==> src/rtl/sum_chain_pkg.sv <==
// Shared types and defaults for the registered operand sum chain.
// The stage record is reused for all three pipeline stage registers.
package sum_chain_pkg;

    localparam int SUM_WIDTH_DEF = 16;
    localparam int FORCE_VAL_DEF = 5;

    // Fields are sized for the default width; narrower builds zero-extend into them.
    typedef struct packed {
        logic                     valid;
        logic                     forced;
        logic [SUM_WIDTH_DEF-1:0] a;
        logic [SUM_WIDTH_DEF-1:0] b;
        logic [SUM_WIDTH_DEF-1:0] c;
        logic [SUM_WIDTH_DEF-1:0] d;
        logic [SUM_WIDTH_DEF-1:0] f;
        logic [SUM_WIDTH_DEF-1:0] e;
    } stage_t;

endpackage

==> src/rtl/sum_chain_add.sv <==
// Two-input WIDTH-bit adder: modulo wrap by default, saturating to all-ones
// when SUM_CHAIN_SAT_EN is defined.
import sum_chain_pkg::*;

module sum_chain_add #(
    parameter int WIDTH = SUM_WIDTH_DEF
) (
    input  logic [WIDTH-1:0] a,
    input  logic [WIDTH-1:0] b,
    output logic [WIDTH-1:0] sum
);

    logic [WIDTH:0] raw;

    assign raw = {1'b0, a} + {1'b0, b};

`ifdef SUM_CHAIN_SAT_EN
    assign sum = raw[WIDTH] ? {WIDTH{1'b1}} : raw[WIDTH-1:0];
`else
    logic unused_carry;
    assign unused_carry = raw[WIDTH];
    assign sum          = raw[WIDTH-1:0];
`endif

endmodule

==> src/rtl/sum_chain_pipe.sv <==
// Three-stage valid/ready pipeline computing c=a+b, d=(a+b)+c, f=c+d, e=forced?0:f.
// Adders saturate instead of wrapping when SUM_CHAIN_SAT_EN is defined.
import sum_chain_pkg::*;

module sum_chain_pipe #(
    parameter int WIDTH     = SUM_WIDTH_DEF,
    parameter int FORCE_VAL = FORCE_VAL_DEF
) (
    input  logic             clk,
    input  logic             rst_n,
    input  logic             in_valid,
    output logic             in_ready,
    input  logic [WIDTH-1:0] in_a,
    input  logic [WIDTH-1:0] in_b,
    output logic             out_valid,
    input  logic             out_ready,
    output logic [WIDTH-1:0] out_c,
    output logic [WIDTH-1:0] out_d,
    output logic [WIDTH-1:0] out_f,
    output logic [WIDTH-1:0] out_e,
    output logic             out_forced,
    output logic [15:0]      out_cnt
);

    localparam int SW = SUM_WIDTH_DEF;

    // Handshake: a transfer happens on a rising edge where valid && ready; valid
    // never waits on ready, and a stage that is stalled holds every register.
    stage_t s1, s2, s3;
    stage_t s1_next, s2_next, s3_next;

    logic s1_load, s2_load, s3_load;
    logic s1_drain, s2_drain, s3_drain;

    logic [WIDTH-1:0] s1_sum, s2_ab, s2_d, s3_f;

    sum_chain_add #(.WIDTH(WIDTH)) u_add_ab  (.a(in_a),            .b(in_b),            .sum(s1_sum));
    sum_chain_add #(.WIDTH(WIDTH)) u_add_ab2 (.a(s1.a[WIDTH-1:0]), .b(s1.b[WIDTH-1:0]), .sum(s2_ab));
    sum_chain_add #(.WIDTH(WIDTH)) u_add_d   (.a(s2_ab),           .b(s1.c[WIDTH-1:0]), .sum(s2_d));
    sum_chain_add #(.WIDTH(WIDTH)) u_add_f   (.a(s2.c[WIDTH-1:0]), .b(s2.d[WIDTH-1:0]), .sum(s3_f));

    // Ready ripples back from out_ready so bubbles collapse and full flow needs no slack.
    always_comb begin
        s3_drain = s3.valid && out_ready;
        s3_load  = s2.valid && (!s3.valid || s3_drain);
        s2_drain = s3_load;
        s2_load  = s1.valid && (!s2.valid || s2_drain);
        s1_drain = s2_load;
        in_ready = !s1.valid || s1_drain;
        s1_load  = in_valid && in_ready;
    end

    always_comb begin
        s1_next        = '0;
        s1_next.valid  = 1'b1;
        s1_next.forced = (in_a == WIDTH'(FORCE_VAL));
        s1_next.a      = SW'(in_a);
        s1_next.b      = SW'(in_b);
        s1_next.c      = SW'(s1_sum);

        s2_next        = '0;
        s2_next.valid  = 1'b1;
        s2_next.forced = s1.forced;
        s2_next.c      = s1.c;
        s2_next.d      = SW'(s2_d);

        s3_next        = '0;
        s3_next.valid  = 1'b1;
        s3_next.forced = s2.forced;
        s3_next.c      = s2.c;
        s3_next.d      = s2.d;
        s3_next.f      = SW'(s3_f);
        s3_next.e      = s2.forced ? '0 : SW'(s3_f);
    end

    always_ff @(posedge clk or negedge rst_n) begin
        if (!rst_n) begin
            s1      <= '0;
            s2      <= '0;
            s3      <= '0;
            out_cnt <= '0;
        end else begin
            if (s1_load)       s1       <= s1_next;
            else if (s1_drain) s1.valid <= 1'b0;

            if (s2_load)       s2       <= s2_next;
            else if (s2_drain) s2.valid <= 1'b0;

            if (s3_load)       s3       <= s3_next;
            else if (s3_drain) s3.valid <= 1'b0;

            if (s3_drain) out_cnt <= out_cnt + 16'd1;
        end
    end

    assign out_valid  = s3.valid;
    assign out_c      = s3.c[WIDTH-1:0];
    assign out_d      = s3.d[WIDTH-1:0];
    assign out_f      = s3.f[WIDTH-1:0];
    assign out_e      = s3.e[WIDTH-1:0];
    assign out_forced = s3.forced;

    // Record fields that a given stage never carries stay zero and are not read.
    logic unused_fields;
    assign unused_fields = ^{s1.d, s1.f, s1.e, s2.a, s2.b, s2.f, s2.e, s3.a, s3.b};

endmodule

==> config.mk <==
export PLATFORM = sky130hd
export DESIGN_NAME = sum_chain_pipe
export DESIGN_NICKNAME = d
export VERILOG_FILES = /design/src/rtl/sum_chain_pkg.sv /design/src/rtl/sum_chain_add.sv /design/src/rtl/sum_chain_pipe.sv
export SDC_FILE = /design/constraint.sdc
export NUM_CORES = 1
export LEC_CHECK = 0
export BUFFER_PORTS_ARGS = -buffer_cell sky130_fd_sc_hd__clkbuf_2
export CORE_MARGIN = 2
export CORE_UTILIZATION = 30
export CTS_CLUSTER_SIZE = 30
export DETAILED_ROUTE_END_ITERATION = 8
export HOLD_SLACK_MARGIN = 0.05
export PLACE_DENSITY = 0.49
export SYNTH_ARGS = -nofsm -noshare
export SYNTH_HDL_FRONTEND = slang
export SYNTH_SLANG_ARGS = --single-unit
==> constraint.sdc <==
create_clock -name clk -period 2.9 [get_ports clk]
set_input_delay 0.58 -clock clk [delete_from_list [all_inputs] [get_ports clk]]
set_output_delay 0.58 -clock clk [all_outputs]
set_load 0.03 [all_outputs]
# [Yosys cells after proc, flatten, opt, wreduce, memory -nomap -nowiden]
# Cells that the tools add are included.
[op_classes] addsub=5 eq_ne=1 muxes=7 reduce_logical=13
[ops] cell="16-bit adder" n=4
[ops] cell="16-bit by 1-bit adder with 16-bit output, second input constant" n=1
[ops] cell="16-bit by 3-bit == test with 1-bit output, second input constant" n=1
[ops] cell="16-bit two-way mux" n=1
[ops] cell="1-bit two-way mux" n=6
[ops] cell="2-bit nonzero test" n=3
[ops] cell="1-bit logical AND" n=4
[ops] cell="1-bit zero test" n=3
[ops] cell="1-bit logical OR" n=3
[word_totals] reg_bits=166 output_inout_bits=83 wordCells=42

# [Logic depth before layout (Yosys ltp)]
# Gate-level depths: netlist (run 1).
[depth] ltp_word=8 ltp_mapped=11 ltp_nobuf=11

# [By module]
# Synthesis (run 1) repeated with hierarchy kept, for this count alone.
[unflattened] cells_unflattened=826 area_unflattened_um2=9520.4
[modules_own_cells] mod="sum_chain_pipe" instances=1 cells_per_inst=419 area_each_um2=6412.4 seq_area_each_um2=4154.0
[modules_own_cells] mod="sum_chain_add at u_add_ab2 ..." instances=2 cells_per_inst=98 area_each_um2=724.4 seq_area_each_um2=0.0
[modules_own_cells] mod="sum_chain_add at u_add_ab" instances=1 cells_per_inst=107 area_each_um2=853.3 seq_area_each_um2=0.0
[modules_own_cells] mod="sum_chain_add at u_add_f" instances=1 cells_per_inst=104 area_each_um2=805.8 seq_area_each_um2=0.0

# [Worst setup path after synthesis (run 1)]
# No wires, ideal clock.
[synth_path] kind="flip-flop to flip-flop" start="register s1[49] (netlist name)" end="register s2[47] (netlist name)" setup_time_ns=0.128 t_arrival_ns=2.783 setup_slack_ns=-0.011 path_stages_with_launch=10 path_buffers=0 synth_period_minus_slack_ns=2.911 path_cell_list="dfrtp_1 > fa_1 > ha_1 > fa_1 > a211o_1 > a2111oi_2 > o21ai_2 > a221oi_4 > and4_1 > nor3_1"
[synth_between] elab_chain_len=1
[synth_lines] element="from (decl)" line_no="sum_chain_pipe.sv:29" text="stage_t s1, s2, s3;"
[synth_lines] element="from (signal assigned)" line_no="sum_chain_pipe.sv:83" text="if (s1_load) s1 <= s1_next;"
[synth_lines] element="16-bit adder" line_no="sum_chain_add.sv:15" text="assign raw = {1'b0, a} + {1'b0, b};"
[synth_lines] element="to (signal assigned)" line_no="sum_chain_pipe.sv:86" text="if (s2_load) s2 <= s2_next;"
[synth_lines] element="to (decl)" line_no="sum_chain_pipe.sv:29"
# Every way passes these cells.
# A chain may end at the register's enable or synchronous reset.

# [Worst setup path after layout (run 1)]
# Same ends and word-level chain as after synthesis.

==> impl_metrics.env, run 1 <==
export IMPL_status="finished with violations"
export IMPL_violations="setup timing"
export IMPL_dp_cells=1237
export IMPL_place_ws_ns=-0.132
export IMPL_ys_top_cells_by_count="dfrtp_1, nand2_1, mux2_2"
export IMPL_finalSetupViolCount=2
export IMPL_max_vdd_ir_drop_uv=476
export IMPL_period_needed_ns=2.95
export IMPL_p_leak_nw=4.68
export IMPL_synth_top_area_frac=0.485
export IMPL_pwr_share_seq=0.329
export IMPL_synth_area_um2=8570
export IMPL_globalRouteOverflowTotal=0
export IMPL_worst_slack_ns=-0.0460
export IMPL_fin_crit_sh=1.02
export IMPL_switching_share=0.425
export IMPL_slew_limit_headroom=0.578
export IMPL_drc=0
export IMPL_grt_total_usage=0.138
export IMPL_cts_made_buffers=17
export IMPL_p_sw_mw=4.85
export IMPL_nNetsFinal=978
export IMPL_cts_root_buf="clkbuf_16"
export IMPL_diodes=0
export IMPL_synth_area_leaders="dfrtp_1, mux2_2, ha_1"
export IMPL_crit_type="register to register"
export IMPL_yosysMostFrequentCell="dfrtp_1"
export IMPL_clk_pin_slew_ns=0.07
export IMPL_cts_buffer_depth=2
export IMPL_synthToLayoutAreaGrowth_pct=20.3
export IMPL_place_hpwl_mm=15.3
export IMPL_hp_class="input port to asynchronous set/reset pin"
export IMPL_ctsHoldBuffers=0
export IMPL_grt_pass1_wl_mm=32.8
export IMPL_num_fill_cells=2848
export IMPL_routed_wl_mm=19.9
export IMPL_via_count=5879
export IMPL_ys_seq_area_frac=0.485
export IMPL_path_max_fanout=3
export IMPL_antenna_found_initial=0
export IMPL_syn_nets=850
export IMPL_viasPerCell=4.63
export IMPL_finalNonFillerCells=1270
export IMPL_grt_max_degree=64
export IMPL_placedInstanceArea_um2=9720
export IMPL_dieArea_um2=29900
export IMPL_tritoncts="done"
export IMPL_gp_congestion=0.802
export IMPL_final_antenna_net_count=0
export IMPL_wire_per_inst_um=15.7
export IMPL_synth_edf_count=0
export IMPL_tns_ns=-0.0493
export IMPL_grt_pass1_vias=5890
export IMPL_rsz0062_at_grt="yes"
export IMPL_p_comb_frac=0.474
export IMPL_internal_power_mw=6.56
export IMPL_clockPowerShare=0.197
export IMPL_rows=61
export IMPL_synth_flop_cell="dfrtp_1"
export IMPL_netlist_instances=751
export IMPL_dr_pass1_iters=4
export IMPL_crit_arrival_ns=3.25
export IMPL_core_um2=27900
export IMPL_end_kind="register"
export IMPL_yosys_warnings=0
export IMPL_hold_violations=0
export IMPL_startpoint_type="register"
export IMPL_synthArstFlopShare=1.00
export IMPL_drt_initial_drc_count=326
export IMPL_crit_required_ns=3.20
export IMPL_slew_viol_final=0
export IMPL_syn_area_per_cell_um2=11.4
export IMPL_cap_violations=0
export IMPL_cts_sinks=166
export IMPL_fin_area_um2=10300
export IMPL_die_w_um=173
export IMPL_die_h_um=173
export IMPL_synth_seq_cells=166
export IMPL_ios=119
export IMPL_clkLatencyLatePin_ns=0.43
export IMPL_portBuffers=118
export IMPL_fmax_ghz=0.339
export IMPL_htree_levels=4
export IMPL_tightest_slew_ns=0.632
export IMPL_skew_ns=0.0104
export IMPL_cellPowerDensity_nw_per_um2=1110
export IMPL_whs_ns=0.137
export IMPL_drive_gt1_frac=0.296
export IMPL_start_util=0.307
export IMPL_synth_distinct_cells=54
export IMPL_synth_top_cell_by_area="dfrtp_1"
[routing by layer]
layer / up-vias / wire length (um) / global-route usage
met4: 0 / 223 / 0.0403
met1: 2816 / 10900 / 0.217
li1: 2932 / - / -
met3: 15 / 720 / 0.0262
met2: 116 / 8020 / 0.189
met5: - / 0 / 0
[per-stage QoR]
stage,power (mW),utilization
floorplan,7.59,-
global placement,9.19,0.348
detailed placement,9.25,0.348
CTS,11.6,0.369
global route,12.3,0.369
finish,11.4,0.369
[worst max-delay path: stages, from the launching register on]
cell and delay (ns):
dfrtp_1 0.40, fa_1 0.49, ha_2 0.21, fa_2 0.35, a211o_1 0.32, a2111oi_4 0.37, o21ai_2 0.12, a221oi_4 0.29
and4_1 0.24, nor3_2 0.05
[cell type report]
| type | instances | area [um2] | share of cell area |
|---|---|---|---|
| clock inverter | 10 | 123 | 0.0119 |
| clock buffer | 22 | 454 | 0.0441 |
| sequential | 166 | 4150 | 0.403 |
| inverter | 19 | 71.3 | 0.00692 |
| multi-input combinational | 542 | 4280 | 0.415 |
| tap | 378 | 473 | 0.0459 |
| timing repair buffer | 133 | 759 | 0.0737 |
[layout by cell type (no fill, tap or decap), types with 17 or more instances in the layout]
cell type | synthesis | final
nand2_1 | 90 | 88
xnor2_1 | 33 | 33
inv_1 | 19 | 19
ha_1 | 45 | 44
fa_1 | 18 | 17
dfrtp_1 | 166 | 166
nor2_1 | 24 | 24
o21ai_0 | 60 | 59
clkbuf_16 | 0 | 17
clkbuf_2 | 0 | 117
mux2_2 | 89 | 89
a21oi_1 | 36 | 36
xor2_1 | 24 | 24
[sequential cells by signal (all words and copies together) (netlist names)]
name / cells
out_d: 16
out_cnt: 16
out_e: 16
out_valid: 1
s2: 34
out_f: 16
out_c: 16
s1: 50
out_forced: 1
[power by group through the flow]
stage / Combinational, mW / Sequential, mW / Clock (mW)
after floorplan: 3.04 / 4.56 / 0
after global placement: 5.39 / 3.80 / 0
after detailed placement: 5.43 / 3.82 / 0
after CTS: 5.47 / 3.77 / 2.33
after global routing: 6.00 / 3.89 / 2.42
final: 5.41 / 3.76 / 2.25
[final timing paths]
kind	slack, ns	cells past startpoint	startpoint	to
max in group asynchronous	2.00	2	rst_n	s1[59]$_DFFE_PN0P_
hold / removal	0.14	1	rst_n	out_c[1]$_DFFE_PN0P_
min in group clk	0.38	2	in_valid	s1[97]$_DFFE_PN0P_
setup / recovery	-0.05	9	s1[49]$_DFFE_PN0P_	s2[47]$_DFFE_PN0P_
setup reg to reg	-0.05	9	s1[49]$_DFFE_PN0P_	s2[47]$_DFFE_PN0P_
hold reg to reg	0.47	1	out_cnt[15]$_DFFE_PN0P_	out_cnt[15]$_DFFE_PN0P_
[cell families (layout without fill, tap and decap cells)]
family,count (synthesis),count (layout),share of synthesized area
AO/OA/AOI/OAI,161,161,0.121
XOR/XNOR,57,57,0.0583
adder cells (fa/ha/maj),63,63,0.108
buffers and inverters,43,184,0.0193
flip-flops,166,166,0.485
multiplexers,90,90,0.118
AND/OR/NAND/NOR,171,171,0.0906
[what timing repair did]
action	CTS	global route
pin swaps	0	1
resized for setup	3	1
buffers inserted	0	1
setup endpoints to repair	2	2
Power figures use the tool's default switching activity.
==> run 2, diff against run 1 <==
--- a/config.mk
+++ b/config.mk
@@ -6,6 +6,7 @@
 export NUM_CORES = 1
 export LEC_CHECK = 0
 export BUFFER_PORTS_ARGS = -buffer_cell sky130_fd_sc_hd__clkbuf_2
+export CORE_ASPECT_RATIO = 0.8
 export CORE_MARGIN = 2
 export CORE_UTILIZATION = 30
 export CTS_CLUSTER_SIZE = 30
==> impl_metrics.env, run 2 (synthesis gave the netlist of run 1 again) <==
export IMPL_wire_per_inst_um=16.3
export IMPL_period_needed_ns=2.91
export IMPL_largest_registers="s1 x50, s2 x34"
export IMPL_placedInstanceArea_um2=9710
export IMPL_worst_slack_ns=-0.00934
export IMPL_viasPerCell=4.66
export IMPL_dp_cells=1230
export IMPL_tritoncts="done"
export IMPL_mostFrequentLayoutCells="dfrtp_1, clkbuf_2, mux2_2, nand2_1, o21ai_0"
export IMPL_htree_levels=4
export IMPL_r2r_slack_ns=-0.009
export IMPL_seq_area_um2=4150
export IMPL_cap_violations=0
export IMPL_multiInputGateArea_um2=4270
export IMPL_crit_type="register to register"
export IMPL_fin_area_um2=10400
export IMPL_path_max_fanout=3
export IMPL_end_kind="register"
export IMPL_skew_ns=0.0123
export IMPL_hp_class="input port to asynchronous set/reset pin"
export IMPL_cts_root_buf="clkbuf_16"
export IMPL_routed_wl_mm=20.7
export IMPL_grt_pass1_vias=5807
export IMPL_die_w_um=193
export IMPL_top_register="s1"
export IMPL_gp_congestion=0.790
export IMPL_place_hpwl_mm=16.1
export IMPL_grt_max_degree=72
export IMPL_slew_limit_headroom=0.566
export IMPL_fmax_ghz=0.344
export IMPL_ctsHoldBuffers=0
export IMPL_hold_violations=0
export IMPL_tightest_slew_ns=0.651
export IMPL_portBuffers=118
export IMPL_power_total_mw=11.7
export IMPL_drt_initial_drc_count=311
export IMPL_fin_crit_sh=1.00
export IMPL_violations="setup timing"
export IMPL_globalRouteOverflowTotal=0
export IMPL_nNetsFinal=981
export IMPL_layout_commonest_cell="dfrtp_1"
export IMPL_crit_arrival_ns=3.21
export IMPL_crit_path_top_delay_cell="fa_1"
export IMPL_drive_gt1_frac=0.302
export IMPL_core_um2=28200
export IMPL_dieArea_um2=29900
export IMPL_crit_required_ns=3.20
export IMPL_grt_total_usage=0.143
export IMPL_die_h_um=155
export IMPL_drc=0
export IMPL_dr_pass1_iters=4
export IMPL_path_delay_family="compound AO/OA/AOI/OAI gates"
export IMPL_finalNonFillerCells=1265
export IMPL_crit_buf_inv=0
export IMPL_via_count=5897
export IMPL_startpoint_type="register"
export IMPL_p_leak_nw=4.72
export IMPL_num_fill_cells=2846
export IMPL_finalSetupViolCount=1
export IMPL_max_vdd_ir_drop_uv=552
export IMPL_slew_viol_final=0
export IMPL_grt_pass1_wl_mm=32.7
export IMPL_cts_made_buffers=17
export IMPL_cts_sinks=166
export IMPL_tns_ns=-0.00934
export IMPL_final_antenna_net_count=0
export IMPL_diodes=0
export IMPL_antenna_found_initial=0
export IMPL_cts_buffer_depth=2
export IMPL_ios=119
export IMPL_cellPowerDensity_nw_per_um2=1130
export IMPL_worstPathCellList="fa_1 > ha_2 > fa_2 > a211o_1 > a2111oi_4 > o21ai_2 > a221oi_4 > and4_1 > nor3_1"
export IMPL_rows=55
export IMPL_status="finished with violations"
export IMPL_rsz0062_at_grt="yes"
export IMPL_max_stage_delay_ns=0.49
export IMPL_clk_pin_slew_ns=0.07
export IMPL_start_util=0.304
export IMPL_clkLatencyLatePin_ns=0.43
export IMPL_synthToLayoutAreaGrowth_pct=21.0
export IMPL_largest_reg_flops=50
## run 2: layout make-up
| type | count | area share |
|---|---|---|
| Multi-Input combinational cell | 542 | 0.412 |
| Sequential cell | 166 | 0.401 |
| Timing Repair Buffer | 136 | 0.0755 |
| Tap cell | 370 | 0.0447 |
| Clock buffer | 19 | 0.0437 |
| Clock inverter | 13 | 0.0163 |
| Inverter | 19 | 0.00688 |
## run 2: per-layer routing
layer,global-route usage,vias up,share of wire
li1,-,2948,-
met1,0.237,2816,0.57
met2,0.186,120,0.38
met3,0.0253,13,0.040
met4,0.0325,0,0.0073
met5,0,-,0
## run 2: where the power goes
group / internal [mW] / total, mW / leakage, nW / switching (mW)
logic: 2.16 / 5.50 / 2.40 / 3.34
registers: 3.13 / 3.77 / 2.02 / 0.645
clock network: 1.42 / 2.40 / 0.299 / 0.982
## run 2: worst reg2reg max path, cell delays in order, from the launching register on
cell,delay [ns]
dfrtp_1,0.40
fa_1,0.49
ha_2,0.21
fa_2,0.34
a211o_1,0.31
a2111oi_4,0.35
o21ai_2,0.13
a221oi_4,0.28
and4_1,0.23
nor3_1,0.05
## run 2: through the flow
step                      worst slack, ns   util  hold WS [ns]
after global placement            -0.0797  0.344         0.460
after global routing               -0.110  0.367         0.193
after detailed placement          -0.0939  0.344         0.467
final                            -0.00934  0.367         0.145
after CTS                         -0.0169  0.367         0.168
after floorplan                    0.0178      -         0.284
## run 2: worst paths after layout
kind | startpoint | endpoint | cells after the start
setup / recovery | s1[49]$_DFFE_PN0P_ | s2[47]$_DFFE_PN0P_ | 9
hold / removal | rst_n | out_e[1]$_DFFE_PN0P_ | 1
min in group clk | in_valid | s1[97]$_DFFE_PN0P_ | 2
setup reg to reg | s1[49]$_DFFE_PN0P_ | s2[47]$_DFFE_PN0P_ | 9
max in group asynchronous | rst_n | s1[79]$_DFFE_PN0P_ | 2
hold reg to reg | out_cnt[15]$_DFFE_PN0P_ | out_cnt[15]$_DFFE_PN0P_ | 1
## run 2: what timing repair did
action                                  4_1_cts  5_1_grt
endpoints found under the hold margin         0        0
gates resized for setup                       2        1
buffers inserted                              1        2
endpoints found under the setup margin        2        2
==> run 3, diff against run 2 <==
==> constraint.sdc (replaced) <==
create_clock -name clk -period 2.9 [get_ports clk]
set_input_delay 0.725 -clock clk [delete_from_list [all_inputs] [get_ports clk]]
set_output_delay 0.725 -clock clk [all_outputs]
set_load 0.03 [all_outputs]
==> impl_metrics.env, run 3 (synthesis gave the netlist of run 1 again) <==
export IMPL_rr_endpoint="s2[47]$_DFFE_PN0P_"
export IMPL_globalRouteOverflowTotal=0
export IMPL_antenna_found_initial=0
export IMPL_nNetsFinal=980
export IMPL_cts_root_buf="clkbuf_16"
export IMPL_startpoint_type="register"
export IMPL_rows=55
export IMPL_tritoncts="done"
export IMPL_violations="setup timing"
export IMPL_clk_pin_slew_ns=0.07
export IMPL_portBuffers=118
export IMPL_cap_violations=0
export IMPL_r2r_slack_ns=-0.05
export IMPL_crit_type="register to register"
export IMPL_slew_limit_headroom=0.596
export IMPL_largest_reg_flops=50
export IMPL_die_w_um=193
export IMPL_cts_made_buffers=17
export IMPL_cellPowerDensity_nw_per_um2=1110
export IMPL_worst_slack_ns=-0.0501
export IMPL_final_util=0.364
export IMPL_clkLatencyLatePin_ns=0.42
export IMPL_hp_class="input port to asynchronous set/reset pin"
export IMPL_die_h_um=155
export IMPL_htree_levels=4
export IMPL_grt_pass1_wl_mm=33.1
export IMPL_tightest_slew_ns=0.607
export IMPL_power_total_mw=11.4
export IMPL_layout_commonest_cell="dfrtp_1"
export IMPL_placedInstanceArea_um2=9690
export IMPL_place_hpwl_mm=16.3
export IMPL_p_leak_nw=4.67
export IMPL_grt_pass1_vias=5686
export IMPL_skew_ns=0.0101
export IMPL_max_vdd_ir_drop_uv=553
export IMPL_crit_path_top_delay_cell="fa_1"
export IMPL_path_max_fanout=3
export IMPL_slew_viol_final=0
export IMPL_grt_max_degree=71
export IMPL_max_stage_delay_ns=0.49
export IMPL_start_util=0.304
export IMPL_rsz0062_at_grt="yes"
export IMPL_ios=119
export IMPL_fin_crit_sh=1.02
export IMPL_cts_buffer_depth=2
export IMPL_diodes=0
export IMPL_crit_required_ns=3.20
export IMPL_drive_gt1_frac=0.299
export IMPL_wire_per_inst_um=16.5
export IMPL_grt_total_usage=0.146
export IMPL_dr_pass1_iters=4
export IMPL_via_count=5913
export IMPL_ctsHoldBuffers=0
export IMPL_final_antenna_net_count=0
export IMPL_status="finished with violations"
export IMPL_synthToLayoutAreaGrowth_pct=19.9
export IMPL_path_delay_family="compound AO/OA/AOI/OAI gates"
export IMPL_whs_ns=0.253
export IMPL_cts_sinks=166
export IMPL_tns_ns=-0.0691
export IMPL_viasPerCell=4.68
export IMPL_r2r_cells=9
export IMPL_end_kind="register"
export IMPL_period_needed_ns=2.95
export IMPL_crit_arrival_ns=3.25
export IMPL_r2r_start="s1[49]$_DFFE_PN0P_"
export IMPL_largest_registers="s1 x50, s2 x34"
export IMPL_drc=0
export IMPL_routed_wl_mm=20.9
export IMPL_finalSetupViolCount=2
export IMPL_core_um2=28200
export IMPL_top_register="s1"
export IMPL_hold_violations=0
export IMPL_worstPathCellList="fa_1 > ha_2 > fa_2 > a211o_1 > a2111oi_4 > o21ai_2 > a221oi_4 > and4_1 > nor3_1"
export IMPL_crit_buf_inv=0
export IMPL_mostFrequentLayoutCells="dfrtp_1, clkbuf_2, mux2_2, nand2_1, o21ai_0"
export IMPL_drt_initial_drc_count=304
export IMPL_fmax_ghz=0.339
export IMPL_fin_area_um2=10300
export IMPL_gp_congestion=0.850
export IMPL_dieArea_um2=29900
[run 3: changes by cell type in the layout (fill, tap and decap cells not counted), moves of 2 or more]
cell	change
clkinv_4	+2
inv_6	-2
bufinv_16	-2
clkbuf_1	+2
[run 3: routing by layer]
metal  track usage  up-vias  routed length [um]
met4        0.0314        0                 127
met3        0.0264        9                 803
met5             0        -                   0
met1         0.241     2838               11900
li1              -     2947                   -
met2         0.192      119                8100
[run 3: worst max path at each step]
stage,to,start,cells past startpoint
floorplan,s2[47]$_DFFE_PN0P_,s1[49]$_DFFE_PN0P_,9
global placement,s2[47]$_DFFE_PN0P_,s1[49]$_DFFE_PN0P_,9
detailed placement,s2[47]$_DFFE_PN0P_,s1[49]$_DFFE_PN0P_,9
CTS,s2[47]$_DFFE_PN0P_,s1[49]$_DFFE_PN0P_,9
global route,s2[47]$_DFFE_PN0P_,s1[49]$_DFFE_PN0P_,9
finish,s2[47]$_DFFE_PN0P_,s1[49]$_DFFE_PN0P_,9
[run 3: final cells by class]
cell class,count,area (um2)
fillers,2854,17900
repair buffers,135,762
clock buffers,20,447
flip-flops and latches,166,4150
inverters,19,71.3
multi-input cells,542,4270
clock inverters,11,103
well taps,370,463
[run 3: report_power, final]
group          switching, mW  internal [mW]  leakage, nW
Sequential             0.647           3.13         2.02
Combinational           3.36           2.16         2.39
Clock                  0.953           1.20        0.263
Total                   4.96           6.49         4.67
[run 3: through the flow]
stage,cells,setup WS [ns]
4_1_cts,1261,-0.0523
2_1_floorplan,751,0.0178
5_1_grt,1263,-0.183
3_5_place_dp,1229,-0.146
6_report,1263,-0.0501
3_3_place_gp,1229,-0.112
[run 3: repair_timing]
item,in CTS,in global routing
gates cloned,0,0
endpoints found under the setup margin,3,4
buffers inserted,1,3
gates resized for setup,3,2
pin swaps,0,1
